===== src/rtl/mips_pkg.sv =====
// rtl/mips_pkg.sv - shared MIPS constants: ALU_Control memory sub-op codes and memory stage FSM states
package mips_pkg;

  localparam logic [5:0] ALU_LB  = 6'h20;
  localparam logic [5:0] ALU_LH  = 6'h21;
  localparam logic [5:0] ALU_LW  = 6'h23;
  localparam logic [5:0] ALU_LBU = 6'h24;
  localparam logic [5:0] ALU_LHU = 6'h25;
  localparam logic [5:0] ALU_SB  = 6'h28;
  localparam logic [5:0] ALU_SH  = 6'h29;
  localparam logic [5:0] ALU_SW  = 6'h2B;

  localparam logic [0:0] ST_IDLE = 1'b0;
  localparam logic [0:0] ST_WAIT = 1'b1;

endpackage


===== src/rtl/mem_align.sv =====
// rtl/mem_align.sv - big-endian load extraction/extension and store lane replication/byte enables
// Optional misalignment flag output only with MEM_ALIGN_CHECK_EN.
module mem_align
  import mips_pkg::*;
(
  input  logic [5:0]  i_ctrl,
  input  logic [1:0]  i_off,
  input  logic [31:0] i_rdata,
  input  logic [31:0] i_wdata,
`ifdef MEM_ALIGN_CHECK_EN
  output logic        o_misaligned,
`endif
  output logic [31:0] o_load,
  output logic [31:0] o_wdata,
  output logic [3:0]  o_be
);

  logic [7:0]  w_byte;
  logic [15:0] w_half;

  // offset 0 addresses the most significant byte
  always_comb begin
    case (i_off)
      2'd0:    w_byte = i_rdata[31:24];
      2'd1:    w_byte = i_rdata[23:16];
      2'd2:    w_byte = i_rdata[15:8];
      default: w_byte = i_rdata[7:0];
    endcase
  end

  assign w_half = i_off[1] ? i_rdata[15:0] : i_rdata[31:16];

  always_comb begin
    o_load  = i_rdata;
    o_wdata = i_wdata;
    o_be    = 4'b1111;
    case (i_ctrl)
      ALU_LB:  o_load = {{24{w_byte[7]}}, w_byte};
      ALU_LBU: o_load = {24'h0, w_byte};
      ALU_LH:  o_load = {{16{w_half[15]}}, w_half};
      ALU_LHU: o_load = {16'h0, w_half};
      ALU_SB: begin
        o_wdata = {4{i_wdata[7:0]}};
        o_be    = 4'b1000 >> i_off;
      end
      ALU_SH: begin
        o_wdata = {2{i_wdata[15:0]}};
        o_be    = i_off[1] ? 4'b0011 : 4'b1100;
      end
      default: ;
    endcase
  end

`ifdef MEM_ALIGN_CHECK_EN
  assign o_misaligned = (((i_ctrl == ALU_LH) || (i_ctrl == ALU_LHU) || (i_ctrl == ALU_SH)) && i_off[0])
                     || (((i_ctrl == ALU_LW) || (i_ctrl == ALU_SW)) && (i_off != 2'b00));
`endif

endmodule


===== src/rtl/mem_stage.sv =====
// rtl/mem_stage.sv - MIPS memory stage: data-memory request/ack handshake, stall, timeout, WB registers
// MEM_ALIGN_CHECK_EN rejects misaligned accesses and adds AddrErr_OUT.
module mem_stage
  import mips_pkg::*;
#(
  parameter int TIMEOUT_CYCLES = 16
) (
  input  logic        CLK,
  input  logic        RESET,
  input  logic [31:0] Instr1_IN,
  input  logic [31:0] Instr1_PC_IN,
  input  logic [31:0] ALU_result1_IN,
  input  logic [31:0] MemWriteData1_IN,
  input  logic [4:0]  WriteRegister1_IN,
  input  logic        RegWrite1_IN,
  input  logic [5:0]  ALU_Control1_IN,
  input  logic        MemRead1_IN,
  input  logic        MemWrite1_IN,
  output logic [31:0] data_address_2DM,
  output logic [31:0] data_write_2DM,
  output logic [3:0]  data_be_2DM,
  output logic        MemRead_2DM,
  output logic        MemWrite_2DM,
  input  logic [31:0] data_read_fDM,
  input  logic        MemAck_fDM,
  output logic [31:0] Instr1_OUT,
  output logic [31:0] Instr1_PC_OUT,
  output logic [31:0] WriteData1_OUT,
  output logic [4:0]  WriteRegister1_OUT,
  output logic        RegWrite1_OUT,
  output logic [31:0] Mem_result_forward,
  output logic        STALL_OUT,
`ifdef MEM_ALIGN_CHECK_EN
  output logic        AddrErr_OUT,
`endif
  output logic        MemTimeout_OUT
);

  localparam int CW = $clog2(TIMEOUT_CYCLES + 1);

  logic [0:0]    r_state;
  logic [CW-1:0] r_cnt;
  logic [5:0]    r_ctrl;
  logic [31:0]   r_addr, r_wdata, r_instr, r_pc;
  logic [4:0]    r_wreg;
  logic          r_regwrite, r_mem_read, r_mem_write;

  logic        w_wait, w_mem_op_in, w_bad, w_start, w_timeout, w_req;
  logic [5:0]  w_ctrl;
  logic [1:0]  w_off;
  logic [31:0] w_load, w_st_data;
  logic [3:0]  w_st_be;
`ifdef MEM_ALIGN_CHECK_EN
  logic        w_misaligned;
`endif

  assign w_wait      = (r_state == ST_WAIT);
  assign w_mem_op_in = MemRead1_IN | MemWrite1_IN;
  // In IDLE the aligner looks at the incoming op for the misalignment check
  assign w_ctrl      = w_wait ? r_ctrl : ALU_Control1_IN;
  assign w_off       = w_wait ? r_addr[1:0] : ALU_result1_IN[1:0];

  mem_align u_align (
    .i_ctrl       (w_ctrl),
    .i_off        (w_off),
    .i_rdata      (data_read_fDM),
    .i_wdata      (r_wdata),
`ifdef MEM_ALIGN_CHECK_EN
    .o_misaligned (w_misaligned),
`endif
    .o_load       (w_load),
    .o_wdata      (w_st_data),
    .o_be         (w_st_be)
  );

`ifdef MEM_ALIGN_CHECK_EN
  assign w_bad = w_mem_op_in & w_misaligned & ~w_wait;
`else
  assign w_bad = 1'b0;
`endif

  assign w_start   = ~w_wait & w_mem_op_in & ~w_bad;
  assign w_timeout = w_wait & ~MemAck_fDM & (r_cnt == CW'(TIMEOUT_CYCLES - 1));
  assign STALL_OUT = RESET & (w_start | (w_wait & ~MemAck_fDM & ~w_timeout));

  assign w_req              = r_mem_read | r_mem_write;
  assign MemRead_2DM        = r_mem_read;
  assign MemWrite_2DM       = r_mem_write;
  assign data_address_2DM   = w_req ? {r_addr[31:2], 2'b00} : 32'h0;
  assign data_write_2DM     = r_mem_write ? w_st_data : 32'h0;
  assign data_be_2DM        = r_mem_write ? w_st_be : (r_mem_read ? 4'hF : 4'h0);
  assign Mem_result_forward = WriteData1_OUT;

  always_ff @(posedge CLK or negedge RESET) begin
    if (!RESET) begin
      r_state <= ST_IDLE;  r_cnt <= '0;     r_ctrl <= '0;
      r_addr <= '0;        r_wdata <= '0;   r_instr <= '0;  r_pc <= '0;
      r_wreg <= '0;        r_regwrite <= 1'b0;
      r_mem_read <= 1'b0;  r_mem_write <= 1'b0;
      Instr1_OUT <= '0;    Instr1_PC_OUT <= '0;  WriteData1_OUT <= '0;
      WriteRegister1_OUT <= '0;  RegWrite1_OUT <= 1'b0;  MemTimeout_OUT <= 1'b0;
`ifdef MEM_ALIGN_CHECK_EN
      AddrErr_OUT <= 1'b0;
`endif
    end else begin
`ifdef MEM_ALIGN_CHECK_EN
      AddrErr_OUT <= 1'b0;
`endif
      if (!w_wait) begin
        r_cnt <= '0;
        if (w_start) begin
          r_state     <= ST_WAIT;
          r_ctrl      <= ALU_Control1_IN;
          r_addr      <= ALU_result1_IN;
          r_wdata     <= MemWriteData1_IN;
          r_instr     <= Instr1_IN;
          r_pc        <= Instr1_PC_IN;
          r_wreg      <= WriteRegister1_IN;
          r_regwrite  <= RegWrite1_IN;
          r_mem_read  <= ~MemWrite1_IN;
          r_mem_write <= MemWrite1_IN;
          Instr1_OUT    <= '0;
          RegWrite1_OUT <= 1'b0;
        end else if (w_mem_op_in) begin
          Instr1_OUT    <= '0;
          RegWrite1_OUT <= 1'b0;
`ifdef MEM_ALIGN_CHECK_EN
          AddrErr_OUT   <= 1'b1;
`endif
        end else begin
          Instr1_OUT         <= Instr1_IN;
          Instr1_PC_OUT      <= Instr1_PC_IN;
          WriteData1_OUT     <= ALU_result1_IN;
          WriteRegister1_OUT <= WriteRegister1_IN;
          RegWrite1_OUT      <= RegWrite1_IN;
        end
      end else if (MemAck_fDM) begin
        r_state            <= ST_IDLE;
        r_mem_read         <= 1'b0;
        r_mem_write        <= 1'b0;
        Instr1_OUT         <= r_instr;
        Instr1_PC_OUT      <= r_pc;
        WriteRegister1_OUT <= r_wreg;
        WriteData1_OUT     <= r_mem_write ? r_addr : w_load;
        RegWrite1_OUT      <= r_mem_write ? 1'b0 : r_regwrite;
      end else if (w_timeout) begin
        r_state        <= ST_IDLE;
        r_mem_read     <= 1'b0;
        r_mem_write    <= 1'b0;
        MemTimeout_OUT <= 1'b1;
        Instr1_OUT     <= '0;
        RegWrite1_OUT  <= 1'b0;
      end else begin
        r_cnt <= r_cnt + 1'b1;
      end
    end
  end

endmodule

===== config.mk =====
export PLATFORM = sky130hd
export DESIGN_NAME = mem_stage
export DESIGN_NICKNAME = d
export VERILOG_FILES = /design/src/rtl/mips_pkg.sv /design/src/rtl/mem_align.sv /design/src/rtl/mem_stage.sv
export SDC_FILE = /design/constraint.sdc
export NUM_CORES = 1
export LEC_CHECK = 0
export CORE_ASPECT_RATIO = 1.4
export CORE_MARGIN = 1.5
export CORE_UTILIZATION = 48
export CTS_CLUSTER_SIZE = 16
export DETAILED_ROUTE_END_ITERATION = 16
export PLACE_DENSITY_LB_ADDON = 0.3
export SYNTH_ARGS = -nofsm -noshare
export SYNTH_HDL_FRONTEND = slang
export SYNTH_SLANG_ARGS = --single-unit

===== constraint.sdc =====
create_clock -name CLK -period 3.85 [get_ports CLK]
set_input_delay 1.155 -clock CLK [delete_from_list [all_inputs] [get_ports CLK]]
set_output_delay 1.155 -clock CLK [all_outputs]
set_load 0.01 [all_outputs]

# Yosys cells after proc, flatten, opt, wreduce, memory -nomap -nowiden
# Cells that the tools add are included.
# op_classes
n_mux,48
n_eq_ne,15
shift,1
bitwise_logic,12
n_reduce_logical,7
n_addsub,1
# ops
op,count
two-way mux 32 bit,16
one-hot mux 32 bit (4 select lines),1
one-hot mux 32 bit (2 select lines),1
"equality test 6 bit, second input constant",6
two-way mux 5 bit,7
one-hot mux 8 bit (3 select lines),1
two-way mux 16 bit,1
two-way mux 1 bit,15
two-way mux 4 bit,3
"!= test 2 bit, second input constant",5
one-hot mux 4 bit (2 select lines),1
two-way mux 6 bit,1
AND reduction 2 bit,3
AND reduction 3 bit,2
"adder 5 x 1 -> 5 bit, second input constant",1
bitwise AND 1 bit,5
"equality test 5 x 4 -> 1 bit, second input constant",1
inverter 1 bit,4
"right shift 4 x 2 -> 4 bit, first input constant",1
"!= test 3 x 2 -> 1 bit, second input constant",1
OR 1 bit,3
"equality test 2 x 1 -> 1 bit, second input constant",1
"equality test 2 bit, second input constant",1
logical NOT 2 bit,1
other kinds (2),2
# word_totals
wordCells,101
input_bits,177
ff_bits,251

# Logic depth before layout (Yosys ltp)
# Gate-level depths: netlist (run 1).
# depth
depth_word,7
ltp_mapped,9
mapped_depth_nobuf,7

# By module
# A second synthesis (run 1) with hierarchy kept.
# hier_totals
cells_unflattened,1120
area_unflattened_um2,12787.3
# by_module_without_submodules
module,seq_area_each_um2,cells_each,instances,area_per_inst_um2
mem_stage,6281.0,919,1,11248.3
mem_align,0.0,201,1,1539.0

# Worst setup path after synthesis (run 1)
# OpenSTA, ideal clock, no wires.
# synth_timing
path_type,in2out
startpoint,input MemWrite1_IN
endpoint,output STALL_OUT
t_arrival_ps,2445
path_buffers,4
setup_slack_ps,250
cell_stages,8
required_time_ps,2695
path_cell_list,buf_2 > nor2_4 > or2_1 > clkbuf_1 > buf_2 > buf_4 > nand2_1 > and2_1
# synth_via
elab_chain_cells,4
# synth_lines
element,line,rtl
from (decl),mem_stage.sv:18,"input logic MemWrite1_IN,"
OR 1 bit,mem_stage.sv:58,assign w_mem_op_in = MemRead1_IN | MemWrite1_IN;
bitwise AND 1 bit,mem_stage.sv:82,assign w_start = ~w_wait & w_mem_op_in & ~w_bad;
OR 1 bit,mem_stage.sv:84,assign STALL_OUT = RESET & (w_start | (w_wait & ~MemAck_fDM & ~w_timeout));
bitwise AND 1 bit,mem_stage.sv:84,
to (decl),mem_stage.sv:32,"output logic STALL_OUT,"
# No other way between the ends.

# Worst setup path after layout (run 1)
# layout_timing
startpoint,input ALU_Control1_IN[4]
endpoint,output data_write_2DM[30]
# layout_via
elab_chain_cells,4
elab_cells_between_ends,5
classes_between,eq/ne (2); mux (3)
# layout_lines
element,line,rtl
from (decl),mem_stage.sv:16,"input logic [5:0] ALU_Control1_IN,"
two-way mux 6 bit *,mem_stage.sv:60,assign w_ctrl = w_wait ? r_ctrl : ALU_Control1_IN;
equality test 6 bit,mem_align.sv:37,case (i_ctrl)
one-hot mux 32 bit (2 select lines) *,mem_align.sv:37,
two-way mux 32 bit *,mem_stage.sv:90,assign data_write_2DM = r_mem_write ? w_st_data : 32'h0;
to (decl),mem_stage.sv:20,"output logic [31:0] data_write_2DM,"
# Every way passes the cells marked *; elsewhere a longest branch is shown, timed or not.

==> results.py, run 1 <==
metrics = {
    "synthesis": {
        "yosysSeqAreaShare_pct": 49.29,
        "synth_area_leaders": "dfrtp_1 (49%), mux2_2 (13%), mux2i_1 (5.7%)",
        "synthArstFlopShare_pct": 100.0,
        "synth_simple_gate_area_share_pct": 11.93,
        "yosysTopAreaCell": "dfrtp_1",
        "synth_top_family_by_area": "multiplexers",
        "synthFlopType": "dfrtp_1",
        "synthMuxAreaShare_pct": 20.48,
        "synthCells": 1179,
        "netlist_area_um2": 12740,
        "synth_warnings": 0,
        "synth-edff-count": 0,
        "synth_fa_ha_area_share_pct": 0.1964,
        "yosysTopAreaCellShare_pct": 49.29,
        "yosysUniqueCellTypes": 63,
        "synth_compound_area_share_pct": 12.15,
        "ys_ff_latch": 251,
        "synth_xor_area_share_pct": 0.2062,
        "avgSynthCellArea_um2": 10.81,
    },
    "sta": {
        "worst_pin_slew_ns": 0.9562,
        "fmax_mhz": 261.1,
        "setup_tns_ns": 0,
        "finalCritPeriodShare_pct": 99.49,
        "rsz0062_at_grt": "no",
        "setup_viol": 0,
        "final.setup.worst_slack_ns": 0.01960,
        "clock_skew_ns": 0.01398,
        "drv_slew": 0,
        "slew_headroom_pct": 36.25,
        "period_minus_slack_ns": 3.830,
        "timing.final.hold_violations": 0,
    },
    "power_and_ir_drop": {
        "leakagePower_nw": 7.571,
        "vdd_ir_drop_max_mv": 0.4792,
        "power.density_nw_per_um2": 696.6,
    },
    "worst_hold_path": {
        "min-delay-path-class": "register to register",
    },
    "cells_and_area": {
        "area_growth_pct": 38.71,
        "final_layout_size_suffix_gt1_share_pct": 19.01,
        "layout_commonest_cell": "clkdlybuf4s50_1",
        "final_cell_mix": "clkdlybuf4s50_1 (344), dfrtp_1 (250), nand2_1 (181), mux2_2 (145), o21ai_0 (79)",
        "nFillCells": 2069,
        "regArea_um2": 6285,
        "multi_input_area_um2": 5817,
        "fin_nets": 1701,
    },
    "placed_design": {
        "numPortBuffers": 380,
        "preCtsSetupSlack_ns": -0.8601,
        "gp_congestion": 0.8507,
        "dp_hpwl_um": 27170,
    },
    "critical_path": {
        "path_buf_inv": 4,
        "required_ns": 2.69,
        "crit_slowest_cell": "o221a_4",
        "critPathMaxFanout": 10,
        "cpMostUsedCell": "buf_2",
        "crit_family": "compound AO/OA/AOI/OAI gates",
        "max_stage_delay_ns": 0.36,
        "crit_arrival_ns": 2.68,
        "path_class": "input pin to output pin",
        "cp-start-kind": "input pin",
        "crit_chain": "buf_2 -> nor3b_4 -> o221a_4 -> buf_12 -> buf_16 -> nor2_1 -> a311oi_1 -> buf_2",
        "crit_path_end_kind": "output pin",
    },
    "floorplanning": {
        "die_h_um": 195.8,
        "pin_count": 383,
        "die_x_um": 140.7,
        "initial_utilization_pct": 48.83,
        "die-area_um2": 27550,
        "core_um2": 26100,
        "fp-row-count": 70,
    },
    "clock_network": {
        "clockBufferDepth": 3,
        "clk_pin_slew_ns": 0.06,
        "clkLatencyLatePin_ns": 0.53,
        "numCtsBuffers": 26,
        "cts_sinks": 251,
        "cts_hold_buffers": 0,
        "root_buffer": "clkbuf_16",
        "cts_tree": "built",
        "htreeDepth": 1,
    },
    "global_routing": {
        "grt_pass1_wl_um": 60370,
        "first_global_vias": 10940,
        "gr-total-overflow": 0,
        "grt_use_total_pct": 27.77,
        "grt_start_max_net_pins": 154,
        "antenna_found_initial": 1,
    },
    "route": {
        "postRouteAntennaNets": 0,
        "wl_per_cell_um": 20.95,
        "drc": 0,
        "wirelength_um": 39100,
        "first_iter_violations": 734,
        "vias": 10750,
        "vias_per_cell": 5.762,
        "first_pass_iters": 7,
    },
    "job": {
        "maxCapViolations": 0,
    },
    "outcome": {
        "outcome": "complete, no violations",
    },
}
per-layer routing:
metal	up-vias	track usage (%)	wire length, um
met4	0	15.51	2326
met2	451	48.73	19840
met1	5317	32.29	14450
met3	133	4.369	2481
li1	4850	-	-
met5	-	0	0
cells in the mapped netlist (2+ instances only):
master and count:
dfrtp_1 251, nand2_1 181, mux2_2 146, o21ai_0 79
mux2i_1 73, buf_4 47, nor2_1 45, nor2b_1 40
clkbuf_1 36, a22oi_1 32, a21oi_1 28, buf_2 28
a31oi_1 20, o221ai_1 19, nand3b_1 16, and2_1 15
a221oi_1 13, mux2_1 11, a311oi_1 8, o22ai_1 7
inv_1 6, buf_6 5, nor3_1 5, o211ai_1 5
nand2b_1 4, nor3b_1 4, o21ai_1 4, a21o_1 3
a32oi_1 3, o21a_1 3, a211oi_1 2, and3b_1 2
ha_1 2, mux2_4 2, mux2i_4 2, nand4_1 2
nor3_2 2, o221a_2 2, xnor2_1 2
final cells by class:
class | instances | area share [%]
clock buffer | 39 | 4.530
multi-input combinational | 804 | 32.91
tap | 324 | 2.293
antenna | 1 | 0.01416
clock inverter | 8 | 0.7927
sequential | 251 | 35.55
timing repair buffer | 432 | 23.76
inverter | 7 | 0.1486
sequential cells by signal (all words and copies together) (netlist names):
name	cells
r_pc	32
r_cnt	5
MemWrite_2DM	1
r_wreg	5
MemRead_2DM	1
r_state	1
Mem_result_forward	32
r_wdata	32
Instr1_OUT	32
MemTimeout_OUT	1
RegWrite1_OUT	1
r_ctrl	6
r_regwrite	1
Instr1_PC_OUT	32
r_addr	32
r_instr	32
WriteRegister1_OUT	5
repair_timing:
action / 4_1_cts / 5_1_grt
resized for setup: 104 / 7
cloned: 1 / 1
endpoints found under the setup margin: 29 / 20
setup buffers: 2 / 0
pin swaps: 4 / 3
through the flow:
stage	total power, mW	cells	util [%]	hold WS (ns)	area (um2)
5_1_grt	12.94	1866	67.73	0.4775	17680
6_report	12.31	1866	67.73	0.4587	17680
2_1_floorplan	7.100	1180	-	0.4331	12750
3_3_place_gp	9.473	1814	64.04	0.4396	16710
4_1_cts	12.36	1864	67.62	0.4603	17650
3_5_place_dp	9.628	1814	64.04	0.4493	16710
kinds of logic after synthesis:
group | after synthesis
and+or+nand+nor | 326
DFF | 251
muxes | 236
AOI/OAI and AO/OA | 235
buffers and inverters | 125
xor gates and xnor gates | 3
adders and majority gates | 2
other | 1
worst register-to-register path: cells and delay by family, from the launching register on:
kind	cells	cell delay, ns
buf+inv	2	1.12
compound gates	3	0.60
flops	1	0.52
simple gates	2	0.86
report_power, final:
| part | leakage, nW | total [mW] | internal (mW) | switching [mW] |
|---|---|---|---|---|
| registers | 3.00 | 4.38 | 3.62 | 0.758 |
| clock network | 0.467 | 2.74 | 1.70 | 1.04 |
| logic | 4.10 | 5.19 | 2.84 | 2.36 |
| total | 7.57 | 12.3 | 8.15 | 4.16 |
worst paths after layout:
kind | startpoint | endpoint | slack [ns] | cells past startpoint
worst max-delay path | ALU_Control1_IN[4] | data_write_2DM[30] | 0.02 | 8
worst min-delay path | r_instr[18] | Instr1_OUT[18] | 0.46 | 2
worst max register to register | r_state | Mem_result_forward[21] | 0.67 | 7
worst min register to register | r_instr[18] | Instr1_OUT[18] | 0.46 | 2
max in group asynchronous | RESET | Mem_result_forward[19] | 2.22 | 2
min in group asynchronous | RESET | Instr1_OUT[4] | 0.48 | 1
(Power assumes the default switching activity.)
==> inputs of run 2 (changes only) <==
CORE_UTILIZATION = 55   (was 48)
DONT_BUFFER_PORTS = 1   (was not set)
==> run 2 against run 1 <==
Critical path depth shrank 1. Sequential power grew 9.6%. Non-clock buffer count shrank 388. Core utilization shrank 7.1 points. Sequential cell count is the same. Clock skew grew 0.0018 ns. Wire length shrank 13%. Die area shrank 13%. Register-to-register slack lost 0.09 ns. Setup slack gained 0.094 ns. Combinational power shrank 44%. Final cell count shrank 22%. Largest cell class unchanged. Largest power group is now sequential cells.
==> results.py, run 2 (synthesized netlist as in run 1, its figures left out) <==
metrics = {
    "sta": {
        "setup_viol": 0,
        "final.setup.worst_slack_ns": 0.1136,
        "whs_ns": 0.3288,
        "worst_pin_slew_ns": 0.9372,
        "clock_skew_ns": 0.01583,
        "finalCritPeriodShare_pct": 97.05,
        "drv_slew": 0,
        "slew_headroom_pct": 37.52,
        "timing.final.hold_violations": 0,
        "fmax_mhz": 267.6,
        "rsz0062_at_grt": "no",
        "period_minus_slack_ns": 3.736,
        "setup_tns_ns": 0,
    },
    "critical_path": {
        "path_class": "input pin to output pin",
        "crit_chain": "nor3b_1 -> o221a_2 -> and2_1 -> buf_12 -> mux2i_1 -> nor2_1 -> buf_4",
        "path_buf_inv": 2,
        "r2r.worst_path.cells": 7,
        "cp-start-kind": "input pin",
        "crit_path_end_kind": "output pin",
        "cp.depth": 7,
        "critPathMaxFanout": 8,
        "crit_arrival_ns": 2.58,
        "crit_slowest_cell": "o221a_2",
        "max_stage_delay_ns": 0.36,
        "crit_family": "simple AND/OR/NAND/NOR gates",
        "required_ns": 2.69,
    },
    "floorplanning": {
        "die-area_um2": 24100,
        "initial_utilization_pct": 56.36,
        "pin_count": 383,
        "die_x_um": 131.6,
        "fp-row-count": 65,
        "core_um2": 22610,
        "die_h_um": 183.1,
    },
    "route": {
        "wirelength_um": 34150,
        "wl_per_cell_um": 23.52,
        "first_pass_iters": 5,
        "first_iter_violations": 579,
        "vias_per_cell": 6.247,
        "postRouteAntennaNets": 0,
        "drc": 0,
        "vias": 9071,
    },
    "power_and_ir_drop": {
        "finalPower_mw": 10.27,
        "vdd_ir_drop_max_mv": 0.4964,
        "power.density_nw_per_um2": 749.1,
        "leakagePower_nw": 5.923,
    },
    "global_routing": {
        "gr-total-overflow": 0,
        "grt_start_max_net_pins": 253,
        "antenna_found_initial": 0,
        "first_global_vias": 9132,
        "grt_pass1_wl_um": 52630,
        "grt_use_total_pct": 27.66,
    },
    "clock_network": {
        "cts_tree": "built",
        "clk_pin_slew_ns": 0.06,
        "numCtsBuffers": 26,
        "root_buffer": "clkbuf_16",
        "htreeDepth": 1,
        "clkLatencyLatePin_ns": 0.53,
        "cts_sinks": 251,
        "clockBufferDepth": 3,
    },
    "outcome": {
        "outcome": "complete, no violations",
    },
    "cells_and_area": {
        "fin_nets": 1313,
        "final_layout_size_suffix_gt1_share_pct": 22.15,
        "num_antenna_cells": 0,
        "layout_commonest_cell": "dfrtp_1",
        "area_growth_pct": 7.541,
        "nFillCells": 1907,
        "instances_no_fill": 1452,
        "final_cell_mix": "dfrtp_1 (250), nand2_1 (181), mux2_2 (146), o21ai_0 (79), mux2i_1 (73)",
    },
    "placed_design": {
        "gp_congestion": 0.8602,
        "numPortBuffers": 0,
        "placed_cells": 1407,
        "dp_hpwl_um": 23180,
        "preCtsSetupSlack_ns": 0.1346,
    },
    "worst_hold_path": {
        "min-delay-path-class": "input pin to async pin",
    },
    "job": {
        "maxCapViolations": 0,
    },
}
## run 2: cell types whose count changed in the layout (fill, tap and decap cells not counted), sizes merged
| cell | before | now |
|---|---|---|
| buf | 69 | 44 |
| bufinv | 4 | 1 |
| clkdlybuf4s50 | 344 | 0 |
| clkbuf | 43 | 40 |
| dlygate4sd2 | 14 | 0 |
| inv | 6 | 7 |
| diode | 1 | 0 |
| clkinv | 5 | 2 |
| dlygate4sd1 | 1 | 0 |
| clkinvlp | 0 | 2 |
## run 2: stage by stage
step                area (um2)  utilization (%)
finish                   13700            60.61
global route             13700            60.61
CTS                      13700            60.60
detailed placement       12830            56.76
global placement         12830            56.76
floorplan                12750                -
## run 2: final timing paths
path,startpoint,endpoint,slack (ns)
max,ALU_Control1_IN[4],data_write_2DM[11],0.11
min,RESET,r_wdata[21],0.33
max reg2reg,r_state,Instr1_OUT[5],0.58
min reg2reg,r_instr[15],Instr1_OUT[15],0.46
max in group asynchronous,RESET,MemRead_2DM,2.96
min in group CLK,r_instr[15],Instr1_OUT[15],0.46
## run 2: worst reg2reg max path: stages (launching register included)
cell and delay (ns):
dfrtp_4 0.49, buf_12 0.29, buf_4 0.77, nand2b_1 0.72
nor2_2 0.25, buf_4 0.39, a22oi_1 0.19, nand2_1 0.10
## run 2: cell type report
class / instances / area (um2) / area share (%)
clock buffer: 40 / 804.5 / 5.871
clock inverter: 5 / 62.56 / 0.4565
inverter: 7 / 30.03 / 0.2191
multi-input combinational: 804 / 5766 / 42.07
sequential: 251 / 6285 / 45.86
tap: 301 / 376.6 / 2.748
timing repair buffer: 44 / 380.4 / 2.775
## run 2: per-layer routing
layer  global-route usage [%]  wire [um]  vias to the layer above
met1                    31.97      12400                     4503
met4                    10.62       1207                        0
met5                        0          0                        -
li1                         -          -                     4073
met3                    7.546       2892                       83
met2                    48.95      17650                      412
## run 2: report_power, final
group / switching [mW] / internal [mW]
clock network: 1.04 / 1.50
logic: 1.53 / 1.39
registers: 1.19 / 3.62
## run 2: repair_timing
| action | 4_1_cts | 5_1_grt |
|---|---|---|
| endpoints found under the setup margin | 0 | 8 |
| gates resized for setup | 0 | 1 |
| hold buffers | 0 | 0 |
| buffers inserted | 0 | 0 |
